`config.mk`:
```
export PLATFORM = sky130hd
export DESIGN_NAME = pipe_ctrl
export DESIGN_NICKNAME = d
export VERILOG_FILES = /design/src/rtl/core_pkg.sv /design/src/rtl/pipe_ctrl_fwd_match.sv /design/src/rtl/pipe_ctrl.sv
export SDC_FILE = /design/constraint.sdc
export NUM_CORES = 1
export LEC_CHECK = 0
export BUFFER_PORTS_ARGS = -buffer_cell sky130_fd_sc_hd__buf_4
export CAP_MARGIN = 10
export CORE_UTILIZATION = 55
export DETAILED_ROUTE_END_ITERATION = 16
export HOLD_SLACK_MARGIN = 0.06
export PLACE_DENSITY = 0.89
export SLEW_MARGIN = 0
export SYNTH_ARGS = -nofsm -noshare
export SYNTH_HDL_FRONTEND = slang
export SYNTH_SLANG_ARGS = --single-unit
```
`constraint.sdc`:
```
create_clock -name i_clk -period 3.09 [get_ports i_clk]
set_input_delay 0.309 -clock i_clk [delete_from_list [all_inputs] [get_ports i_clk]]
set_output_delay 0.309 -clock i_clk [all_outputs]
set_load 0.05 [all_outputs]
```
`src/rtl/core_pkg.sv`:
```
// Shared constants for the 5-stage MIPS core: register index width,
// post-decode stage indices and the forwarding select encoding.
package core_pkg;

   localparam int REG_ADDR_WIDTH = 5;

   localparam int STG_EX  = 0;
   localparam int STG_MEM = 1;
   localparam int STG_WB  = 2;

   localparam int FWD_RF  = 0;

endpackage

```
`src/rtl/pipe_ctrl_fwd_match.sv`:
```
// Priority match of one ID source register against the in-flight entries.
// Returns the forwarding select of the youngest writer and whether it is an early load.
module pipe_ctrl_fwd_match #(
   parameter int REG_ADDR_WIDTH = core_pkg::REG_ADDR_WIDTH,
   parameter int NUM_STAGES     = 3,
   parameter int LOAD_LAT       = 1,
   parameter int SEL_WIDTH      = $clog2(NUM_STAGES + 1)
) (
   input  logic [REG_ADDR_WIDTH-1:0]                  i_src,
   input  logic                                       i_used,
   input  logic [NUM_STAGES-1:0]                      i_valid,
   input  logic [NUM_STAGES-1:0]                      i_wr_en,
   input  logic [NUM_STAGES-1:0]                      i_is_load,
   input  logic [NUM_STAGES-1:0][REG_ADDR_WIDTH-1:0]  i_rd,
   output logic [SEL_WIDTH-1:0]                       o_sel,
   output logic                                       o_hazard
);

   import core_pkg::*;

   logic found;

   // Scan from EX outward so the youngest writer claims the select.
   always_comb begin
      o_sel    = SEL_WIDTH'(FWD_RF);
      o_hazard = 1'b0;
      found    = 1'b0;
      for (int k = 0; k < NUM_STAGES; k++) begin
         if (!found && i_used && (i_src != '0) && i_valid[k] && i_wr_en[k] && (i_rd[k] == i_src)) begin
            found    = 1'b1;
            o_sel    = SEL_WIDTH'(k + 1);
            o_hazard = i_is_load[k] && (k < LOAD_LAT);
         end
      end
   end

endmodule

```
`src/rtl/pipe_ctrl.sv`:
```
// Pipeline control beside ID: tracks in-flight destinations, drives forwarding
// selects, load-use stalls, branch flushes and saturating stall/flush counters.
module pipe_ctrl #(
   parameter int REG_ADDR_WIDTH = core_pkg::REG_ADDR_WIDTH,
   parameter int NUM_STAGES     = 3,
   parameter int LOAD_LAT       = 1,
   parameter int CNT_WIDTH      = 32,
   parameter int SEL_WIDTH      = $clog2(NUM_STAGES + 1)
) (
   input  logic                      i_clk,
   input  logic                      i_rst,
   input  logic                      i_hold,
   input  logic                      i_id_valid,
   input  logic [REG_ADDR_WIDTH-1:0] i_id_rs,
   input  logic [REG_ADDR_WIDTH-1:0] i_id_rt,
   input  logic                      i_id_rs_used,
   input  logic                      i_id_rt_used,
   input  logic [REG_ADDR_WIDTH-1:0] i_id_rd,
   input  logic                      i_id_wr_en,
   input  logic                      i_id_is_load,
   input  logic                      i_ex_branch_taken,
   output logic                      o_stall,
   output logic                      o_flush,
   output logic                      o_issue,
   output logic [SEL_WIDTH-1:0]      o_fwd_rs_sel,
   output logic [SEL_WIDTH-1:0]      o_fwd_rt_sel,
   output logic [CNT_WIDTH-1:0]      o_stall_cnt,
   output logic [CNT_WIDTH-1:0]      o_flush_cnt
);

   import core_pkg::*;

   logic [NUM_STAGES-1:0]                      valid_q, valid_d;
   logic [NUM_STAGES-1:0]                      wr_en_q, wr_en_d;
   logic [NUM_STAGES-1:0]                      is_load_q, is_load_d;
   logic [NUM_STAGES-1:0][REG_ADDR_WIDTH-1:0]  rd_q, rd_d;
   logic [CNT_WIDTH-1:0]                       stall_cnt_q, stall_cnt_d;
   logic [CNT_WIDTH-1:0]                       flush_cnt_q, flush_cnt_d;
   logic                                       rs_hazard, rt_hazard;

   pipe_ctrl_fwd_match #(
      .REG_ADDR_WIDTH (REG_ADDR_WIDTH),
      .NUM_STAGES     (NUM_STAGES),
      .LOAD_LAT       (LOAD_LAT),
      .SEL_WIDTH      (SEL_WIDTH)
   ) u_match_rs (
      .i_src     (i_id_rs),
      .i_used    (i_id_rs_used),
      .i_valid   (valid_q),
      .i_wr_en   (wr_en_q),
      .i_is_load (is_load_q),
      .i_rd      (rd_q),
      .o_sel     (o_fwd_rs_sel),
      .o_hazard  (rs_hazard)
   );

   pipe_ctrl_fwd_match #(
      .REG_ADDR_WIDTH (REG_ADDR_WIDTH),
      .NUM_STAGES     (NUM_STAGES),
      .LOAD_LAT       (LOAD_LAT),
      .SEL_WIDTH      (SEL_WIDTH)
   ) u_match_rt (
      .i_src     (i_id_rt),
      .i_used    (i_id_rt_used),
      .i_valid   (valid_q),
      .i_wr_en   (wr_en_q),
      .i_is_load (is_load_q),
      .i_rd      (rd_q),
      .o_sel     (o_fwd_rt_sel),
      .o_hazard  (rt_hazard)
   );

   // A taken branch squashes ID, so it overrides any load-use stall.
   assign o_flush     = i_ex_branch_taken & ~i_hold;
   assign o_stall     = i_id_valid & (rs_hazard | rt_hazard) & ~i_ex_branch_taken & ~i_hold;
   assign o_issue     = i_id_valid & ~o_stall & ~o_flush & ~i_hold;
   assign o_stall_cnt = stall_cnt_q;
   assign o_flush_cnt = flush_cnt_q;

   always_comb begin
      valid_d     = valid_q;
      wr_en_d     = wr_en_q;
      is_load_d   = is_load_q;
      rd_d        = rd_q;
      stall_cnt_d = stall_cnt_q;
      flush_cnt_d = flush_cnt_q;
      if (!i_hold) begin
         for (int k = 1; k < NUM_STAGES; k++) begin
            valid_d[k]   = valid_q[k-1];
            wr_en_d[k]   = wr_en_q[k-1];
            is_load_d[k] = is_load_q[k-1];
            rd_d[k]      = rd_q[k-1];
         end
         valid_d[STG_EX]   = o_issue;
         wr_en_d[STG_EX]   = i_id_wr_en;
         is_load_d[STG_EX] = i_id_is_load;
         rd_d[STG_EX]      = i_id_rd;
      end
      if (o_stall && (stall_cnt_q != '1)) begin
         stall_cnt_d = stall_cnt_q + CNT_WIDTH'(1);
      end
      if (o_flush && (flush_cnt_q != '1)) begin
         flush_cnt_d = flush_cnt_q + CNT_WIDTH'(1);
      end
   end

   always_ff @(posedge i_clk) begin
      if (i_rst) begin
         valid_q     <= '0;
         wr_en_q     <= '0;
         is_load_q   <= '0;
         rd_q        <= '0;
         stall_cnt_q <= '0;
         flush_cnt_q <= '0;
      end else begin
         valid_q     <= valid_d;
         wr_en_q     <= wr_en_d;
         is_load_q   <= is_load_d;
         rd_q        <= rd_d;
         stall_cnt_q <= stall_cnt_d;
         flush_cnt_q <= flush_cnt_d;
      end
   end

endmodule

```
# ---- After elaboration in Yosys (flattened, before gate mapping)
# Cells that the tools add are included.
dict set report word_totals {
  input_bits 24
  register_bits 86
  output_inout_bits 71
}
dict set report classes {
  eq_ne 8
  reduce_logical 36
  n_mux 16
  bitwise 12
  n_addsub 2
}
# operator n
set ops {}
lappend ops {{adder 32 x 1 -> 32 bit (second input constant)} 2}
lappend ops {{!= test 32 bit (second input constant)} 2}
lappend ops {{== test 5 bit} 6}
lappend ops {{logical AND 1 bit} 30}
lappend ops {{2-to-1 mux 1 bit} 12}
lappend ops {{nonzero test 5 bit} 2}
lappend ops {{2-to-1 mux 2 bit} 4}
lappend ops {{bitwise AND 1 bit} 7}
lappend ops {{logical NOT 1 bit} 4}
lappend ops {{inverter 1 bit} 4}
lappend ops {{OR 1 bit} 1}

# ---- Logic depth before layout (Yosys ltp)
# Gate-level depths: netlist of the first run.
dict set report depth {
  ltp_word 28
  mapped_depth 9
  mapped_depth_nobuf 7
}

# ---- Modules after synthesis
# Synthesis of the first run repeated with hierarchy kept, for this count alone.
dict set report hier_totals {
  cells_unflattened 551
  area_unflattened_um2 4677.0
}
# mod cells_per_inst n_inst area_per_inst_um2
set modules_own_cells {}
lappend modules_own_cells {pipe_ctrl 493 1 4221.5}
lappend modules_own_cells {pipe_ctrl_fwd_match 29 2 227.7}

# ---- Worst setup path before layout of the first run
# Ideal clock, no wire load.
dict set report synth_timing {
  kind {input to output}
  startpoint {input port i_id_rs[0]}
  endpoint {output port o_fwd_rs_sel[1]}
  stages 4
  path_slack_ns 0.507
  t_arrival_ns 2.274
  cell_sequence {or4_1 o21ai_2 nor3_2 nor3b_1}
}
dict set report synth_between {
  elab_chain_len 20
}
# element line
set synth_lines {}
lappend synth_lines {{start: declaration} pipe_ctrl.sv:14} ;# input logic [REG_ADDR_WIDTH-1:0] i_id_rs,
lappend synth_lines {{nonzero test 5 bit} pipe_ctrl_fwd_match.sv:29} ;# if (!found && i_used && (i_src != '0) && i_valid[k] && i_wr_en[k] && (i_rd[k] == i_src)) begin
lappend synth_lines {{logical AND 1 bit (4 in a row)} pipe_ctrl_fwd_match.sv:29}
lappend synth_lines {{2-to-1 mux 1 bit} pipe_ctrl_fwd_match.sv:29}
lappend synth_lines {{logical NOT 1 bit} pipe_ctrl_fwd_match.sv:29}
lappend synth_lines {{logical AND 1 bit (5 in a row)} pipe_ctrl_fwd_match.sv:29}
lappend synth_lines {{2-to-1 mux 1 bit} pipe_ctrl_fwd_match.sv:29}
lappend synth_lines {{logical NOT 1 bit} pipe_ctrl_fwd_match.sv:29}
lappend synth_lines {{logical AND 1 bit (5 in a row)} pipe_ctrl_fwd_match.sv:29}
lappend synth_lines {{2-to-1 mux 2 bit *} pipe_ctrl_fwd_match.sv:29}
lappend synth_lines {{end: declaration} pipe_ctrl.sv:25} ;# output logic [SEL_WIDTH-1:0] o_fwd_rs_sel,
# Mark *: on every way between the ends. The rest lies on a longest branch, timed or not.

# ---- Worst setup path in the final report of the first run
dict set report layout_timing {
  startpoint {register stall_cnt_q[1] (netlist: o_stall_cnt[1])}
  endpoint {register stall_cnt_q[1] (netlist: o_stall_cnt[1])}
}
dict set report layout_between {
  elab_chain_len 2
}
# element line
set layout_lines {}
lappend layout_lines {{start: declaration} pipe_ctrl.sv:37} ;# logic [CNT_WIDTH-1:0] stall_cnt_q, stall_cnt_d;
lappend layout_lines {{start signal: assignment} pipe_ctrl.sv:120} ;# stall_cnt_q <= stall_cnt_d;
lappend layout_lines {{parallel branches: the longest is 2 deep, another holds adder 32 x 1 -> 32 bit} -}
# Parallel ways; which one is timed is not known.
# A chain may end at the register's enable or synchronous reset.

==> results_dict.tcl, run 1 <==
set metrics [dict create \
    run_status "finished clean" \
    fmaxAchievable_mhz 397 \
    synth_edf_count 0 \
    port_buffers 94 \
    synthToLayoutAreaGrowth_pct 19.9 \
    num-nets-final 633 \
    synthesized_netlist_net_count 552 \
    antenna_found_initial 0 \
    worst_slack_ns 0.569 \
    pin_count_of_the_biggest_net_entering_global_routing 91 \
    core_box_area_mm2 0.00781 \
    timing.critical_path.arrival_ns 2.73 \
    cts_max_path_buffers 2 \
    firstDrtPassIters 4 \
    chipHeight_um 92.3 \
    timing_worst_setup_path_type "reg2reg" \
    detailroute.via_count 4219 \
    cts.reportedPaths.clkPinSlew_ns 0.09 \
    number_of_inserted_filler_cells_in_the_final_layout 646 \
    post_synth.cell_area_avg_um2 8.53 \
    post-synth-top-area-cell "sky130_fd_sc_hd__dfxtp_1" \
    ys_seq_area_share_pct 38.4 \
    synth-warning-count 0 \
    endpoint_kind "register" \
    worst_skew_pair_later_pin_latency_ns 0.35 \
    avgRoutedWirePerCell_um 15.0 \
    dr.first_iter.drc_count 137 \
    cts_htree_levels 3 \
    finish.utilization_pct 68.9 \
    initial_core_util_pct 57.5 \
    post_cts_resized 0 \
    start_kind "register" \
    number_of_global_route_vias_before_repair 3810 \
    post_cts.repair.setup_buffers 0 \
    synth.lib_cells_used.distinct 48 \
    worst-endpoint-required_ns 3.30 \
    cts.hold.buffers_added 0 \
    route.final.wire_length_mm 10.7 \
    worst-slew-pin-transition_ns 1.15 \
    worst_slew_margin_rel_pct 23.0 \
    unrepaired_setup_endpoints_after_global_routing "no" \
    cts_root_buf "sky130_fd_sc_hd__clkbuf_8" \
    hold_path_class "in2reg" \
    cts.sink_count 86 \
    path_max_fanout 53 \
    finalWeightedCongestion 0.919 \
    post-route-drc-count 0 \
    cap_viol_max_count 0 \
    grt_overflow 0 \
    yosys_register_bits 86 \
    viasPerCell 5.92 \
    dieArea_mm2 0.00852 \
    drive_above_1_share_pct 21.4 \
    fin_crit_ns 2.52 \
    num_io_pins 95 \
    ir_worst_vdd_v 0.000228 \
    power.density_cell_area_mw_per_mm2 384 \
    globalRouteTotalUtil_pct 25.3 \
    n_antenna_cell 0 \
    postSynthCellCount 526 \
    tritoncts "built" \
    dpl.hpwl_mm 7.59 \
    synth_top_area_share_pct 38.4 \
    finalSetupViolations 0 \
    post-route-period-util_pct 81.6 \
    totalNegativeSetupSlack_ns 0 \
    skew_final_ns 0.0112 \
    placement.setup.worst_slack_ns 0.386 \
    netlist_area_mm2 0.00449 \
    slew_violations 0 \
    grt_pass1_wl_mm 17.7 \
    total_power_mw 2.07 \
    synth_async_sr_flop_share_pct 0 \
    cts_inserted_buffers 9 \
    power_leakage_nw 2.01 \
    whs_ns 0.192 \
    dieWidth_um 92.3 \
    floorplan.rows 32 \
    finalHoldViolations 0 \
    ant_nets 0 \
    dominantRegCellSynth "sky130_fd_sc_hd__dfxtp_1" \
    synth_top_cells_by_area "sky130_fd_sc_hd__dfxtp_1 38%, sky130_fd_sc_hd__xnor2_1 5.7%, sky130_fd_sc_hd__mux2i_1 5.1%" \
]
==> layer usage <==
layer / wire length (µm) / vias up / GRT usage [%]
li1: - / 2065 / -
met1: 4670 / 2014 / 33.1
met2: 5340 / 123 / 42.7
met3: 488 / 17 / 3.12
met4: 173 / 0 / 9.51
met5: 0 / - / 0
==> cells in the final DEF (no fill, tap or decap), types with 15 or more instances in the layout <==
cell type / instances
sky130_fd_sc_hd__o21ai_1: 15
sky130_fd_sc_hd__a21oi_1: 39
sky130_fd_sc_hd__mux2i_1: 23
sky130_fd_sc_hd__dfxtp_1: 86
sky130_fd_sc_hd__nand3_1: 25
sky130_fd_sc_hd__nand4_1: 20
sky130_fd_sc_hd__nor2_1: 50
sky130_fd_sc_hd__o21ai_0: 17
sky130_fd_sc_hd__nand2_1: 32
sky130_fd_sc_hd__xor2_1: 17
sky130_fd_sc_hd__xnor2_1: 29
sky130_fd_sc_hd__or3_1: 32
sky130_fd_sc_hd__buf_4: 95
sky130_fd_sc_hd__nor3_1: 15
==> critical path, stage by stage, from the launching register on <==
cell and delay (ns):
sky130_fd_sc_hd__dfxtp_1 0.46, sky130_fd_sc_hd__ha_1 0.31, sky130_fd_sc_hd__nand3_2 0.18, sky130_fd_sc_hd__or4_4 0.59, sky130_fd_sc_hd__o211ai_4 0.48, sky130_fd_sc_hd__mux2i_1 0.29, sky130_fd_sc_hd__nor2_1 0.05
==> state kept, by name (all words and copies together), names as in the netlist <==
name	flops
o_stall_cnt	32
o_flush_cnt	32
valid_q	3
wr_en_q	3
rd_q	15
is_load_q	1
==> stage by stage <==
stage / instance area, µm² / std cells
floorplan: 4490 / 526
CTS: 5380 / 713
global placement: 5180 / 698
detailed placement: 5180 / 698
global route: 5380 / 713
finish: 5380 / 713
==> path summary, 6_finish.rpt <==
kind,start,endpoint,slack [ns],cells after the start
min reg2reg,is_load_q[0],is_load_q[0],0.49,2
max,o_stall_cnt[1],o_stall_cnt[1],0.57,6
max reg2reg,o_stall_cnt[1],o_stall_cnt[1],0.57,6
min,i_id_rd[0],rd_q[0],0.19,3
==> cell usage after synthesis (2+ instances only) <==
cell type	count
sky130_fd_sc_hd__dfxtp_1	86
sky130_fd_sc_hd__nor2_1	50
sky130_fd_sc_hd__a21oi_1	39
sky130_fd_sc_hd__nand2_1	32
sky130_fd_sc_hd__or3_1	32
sky130_fd_sc_hd__xnor2_1	29
sky130_fd_sc_hd__nand3_1	25
sky130_fd_sc_hd__mux2i_1	23
sky130_fd_sc_hd__nand4_1	20
sky130_fd_sc_hd__o21ai_0	17
sky130_fd_sc_hd__xor2_1	17
sky130_fd_sc_hd__clkbuf_1	16
sky130_fd_sc_hd__nor3_1	15
sky130_fd_sc_hd__o21ai_1	15
sky130_fd_sc_hd__or4_1	13
sky130_fd_sc_hd__and4_1	12
sky130_fd_sc_hd__and3_1	10
sky130_fd_sc_hd__o31ai_1	9
sky130_fd_sc_hd__inv_1	7
sky130_fd_sc_hd__buf_6	5
sky130_fd_sc_hd__nor4_1	5
sky130_fd_sc_hd__and2_1	4
sky130_fd_sc_hd__nor2b_1	4
sky130_fd_sc_hd__mux2_2	3
sky130_fd_sc_hd__nand2b_1	3
sky130_fd_sc_hd__nor3b_1	3
sky130_fd_sc_hd__o21ai_2	3
sky130_fd_sc_hd__o21ba_2	3
sky130_fd_sc_hd__or2_2	3
sky130_fd_sc_hd__buf_1	2
sky130_fd_sc_hd__ha_1	2
sky130_fd_sc_hd__nor3_2	2
sky130_fd_sc_hd__o31a_1	2
==> final cells by class <==
type | count | area (µm²) | share of cell area (%)
Timing Repair Buffer | 95 | 713 | 13.3
Inverter | 7 | 26.3 | 0.488
Sequential cell | 86 | 1720 | 32.0
Clock buffer | 10 | 138 | 2.56
Multi-Input combinational cell | 408 | 2590 | 48.2
Clock inverter | 5 | 60.1 | 1.12
Tap cell | 102 | 128 | 2.37
==> report_power, final <==
part	switching, mW	total [mW]	leakage (nW)	internal [mW]
combinational	0.0757	0.137	1.22	0.0616
sequential	0.0162	1.14	0.695	1.12
clock	0.401	0.794	0.0983	0.393
==> logic make-up after synthesis <==
group	after synthesis	synth area share (%)
AOI/OAI and AO/OA	93	12.2
xor gates and xnor gates	46	8.98
adders and majority gates	2	0.558
buffers and inverters	32	3.79
DFF	86	38.4
muxes	26	5.89
and+or+nand+nor	241	30.2
No activity file was read; power rests on OpenSTA's default activity.
==> run 2: changes to the inputs <==
--- a/config.mk
+++ b/config.mk
@@ -7,10 +7,10 @@
 export LEC_CHECK = 0
 export BUFFER_PORTS_ARGS = -buffer_cell sky130_fd_sc_hd__buf_4
 export CAP_MARGIN = 10
-export CORE_UTILIZATION = 55
+export CORE_UTILIZATION = 50
 export DETAILED_ROUTE_END_ITERATION = 16
 export HOLD_SLACK_MARGIN = 0.06
-export PLACE_DENSITY = 0.89
+export PLACE_DENSITY = 0.86
 export SLEW_MARGIN = 0
 export SYNTH_ARGS = -nofsm -noshare
 export SYNTH_HDL_FRONTEND = slang
==> constraint.sdc (replaced) <==
create_clock -name i_clk -period 2.2 [get_ports i_clk]
set_input_delay 0.22 -clock i_clk [delete_from_list [all_inputs] [get_ports i_clk]]
set_output_delay 0.22 -clock i_clk [all_outputs]
set_load 0.05 [all_outputs]
==> results_dict.tcl, run 2 (synthesis gave the netlist of run 1 again) <==
set metrics [dict create \
    cts_htree_levels 3 \
    pin_count_of_the_biggest_net_entering_global_routing 91 \
    ir_worst_vdd_v 0.000285 \
    cts_max_path_buffers 2 \
    post_cts.repair.setup_buffers 0 \
    slew_violations 0 \
    worst_slew_margin_rel_pct 39.9 \
    worst_skew_pair_later_pin_latency_ns 0.35 \
    fin_crit_ns 2.11 \
    ant_nets 0 \
    timing.reg2reg.worst_path_depth 7 \
    cts.hold.buffers_added 0 \
    dpl.hpwl_mm 7.90 \
    run_status "finished clean" \
    setup.reg_to_reg.worst_slack_ns 0.11 \
    final_design_area_no_fill_mm2 0.00576 \
    placed_cell_area_mm2 0.00548 \
    path_max_fanout 9 \
    groute.layer.met1.usage_pct 30.2 \
    viasPerCell 5.78 \
    num-nets-final 660 \
    number_of_global_route_vias_before_repair 4011 \
    worst-slew-pin-transition_ns 0.902 \
    dieArea_mm2 0.00935 \
    fmaxAchievable_mhz 474 \
    grt_overflow 0 \
    worst-endpoint-required_ns 1.98 \
    dr.first_iter.drc_count 130 \
    cts.reportedPaths.clkPinSlew_ns 0.08 \
    floorplan.rows 34 \
    route.final.wire_length_mm 11.0 \
    cp-endpoint "o_issue" \
    cts_inserted_buffers 9 \
    post-route-period-util_pct 95.9 \
    cap_viol_max_count 0 \
    n_antenna_cell 0 \
    timing_worst_setup_path_type "in2out" \
    antenna_found_initial 0 \
    detailroute.via_count 4317 \
    tritoncts "built" \
    global_routing_usage_on_met2_pct 39.8 \
    post-route-drc-count 0 \
    grt_pass1_wl_mm 18.6 \
    skew_final_ns 0.00807 \
    most_frequent_cells_in_the_layout "120 x sky130_fd_sc_hd__buf_4, 50 x sky130_fd_sc_hd__nor2_1, 44 x sky130_fd_sc_hd__dfxtp_1, 38 x sky130_fd_sc_hd__a21oi_1, 37 x sky130_fd_sc_hd__dfxtp_2" \
    r2r-end "o_stall_cnt[16]" \
    mostFrequentLayoutCell "sky130_fd_sc_hd__buf_4" \
    finalSetupViolations 0 \
    power_leakage_nw 2.22 \
    worstReg2RegStart "rd_q[1]" \
    drive_above_1_share_pct 33.0 \
    start_kind "input pin" \
    power.density_cell_area_mw_per_mm2 515 \
    synthToLayoutAreaGrowth_pct 28.5 \
    finalHoldViolations 0 \
    port_buffers 94 \
    dieWidth_um 96.7 \
    endpoint_kind "primary output" \
    grt.busiest_layer "met2" \
    finalWeightedCongestion 0.932 \
    globalRouteTotalUtil_pct 23.5 \
    cts_root_buf "sky130_fd_sc_hd__clkbuf_8" \
    unrepaired_setup_endpoints_after_global_routing "yes" \
    met3_usage_pct 4.26 \
    chipHeight_um 96.7 \
    firstDrtPassIters 4 \
    hold_path_class "in2reg" \
    num_io_pins 95 \
    timing.critical_path.arrival_ns 1.89 \
    critPathLaunch "i_id_rs[0]" \
    cts.sink_count 86 \
    initial_core_util_pct 51.4 \
    core_box_area_mm2 0.00872 \
    whs_ns 0.102 \
    avgRoutedWirePerCell_um 14.7 \
]
run 2: power breakdown:
part           internal (mW)  switching, mW  leakage (nW)
registers               1.57         0.0205         0.717
logic                 0.0960          0.115          1.40
clock network          0.623          0.546         0.109
run 2: how the worst min path moves through the flow:
stage | startpoint | end | slack, ns | depth (start not counted)
after global routing | i_id_rd[1] | rd_q[1] | 0.10 | 3
after detailed placement | i_id_rd[2] | rd_q[2] | 0.46 | 3
after CTS | i_id_rd[2] | rd_q[2] | 0.09 | 3
final | i_id_rd[2] | rd_q[2] | 0.10 | 3
after global placement | i_id_wr_en | wr_en_q[0] | 0.45 | 3
after floorplan | i_id_is_load | is_load_q[0] | 0.36 | 2
run 2: stage by stage:
stage / std cells / util [%] / setup TNS (ns) / power [mW] / setup WS (ns)
2_1_floorplan: 526 / - / -0.0171 / 1.75 / -0.0171
3_3_place_gp: 731 / 62.9 / 0 / 1.82 / 0.0785
3_5_place_dp: 731 / 62.9 / -0.00709 / 1.83 / -0.00709
4_1_cts: 747 / 65.4 / 0 / 2.98 / 0.00159
5_1_grt: 747 / 66.1 / -0.0181 / 3.06 / -0.0167
6_report: 747 / 66.1 / 0 / 2.97 / 0.0900
run 2: final cells by class:
type | count | area (µm²)
multi-input combinational | 408 | 2670
clock inverter | 3 | 40.0
sequential | 86 | 1790
tap | 108 | 135
fill | 695 | 2960
clock buffer | 13 | 170
inverter | 7 | 26.3
timing repair buffer | 122 | 941
run 2: what timing repair did:
action | 4_1_cts | 5_1_grt
endpoints found under the setup margin | 5 | 20
endpoints found under the hold margin | 0 | 0
gates cloned | 0 | 0
gates resized for setup | 2 | 16
pin swaps | 1 | 2
run 2: worst max-delay path, stage by stage:
cell                      delay (ns)
sky130_fd_sc_hd__buf_4          0.13
sky130_fd_sc_hd__or4_1          0.53
sky130_fd_sc_hd__o21ai_2        0.21
sky130_fd_sc_hd__nor3_4         0.09
sky130_fd_sc_hd__o21ai_2        0.33
sky130_fd_sc_hd__and2_1         0.18
sky130_fd_sc_hd__buf_4          0.19
run 2: metal layers:
metal / part of all wire, % / vias up
li1: - / 2142
met1: 45 / 2058
met2: 49 / 103
met3: 3.9 / 14
met4: 1.4 / 0
met5: 0 / -
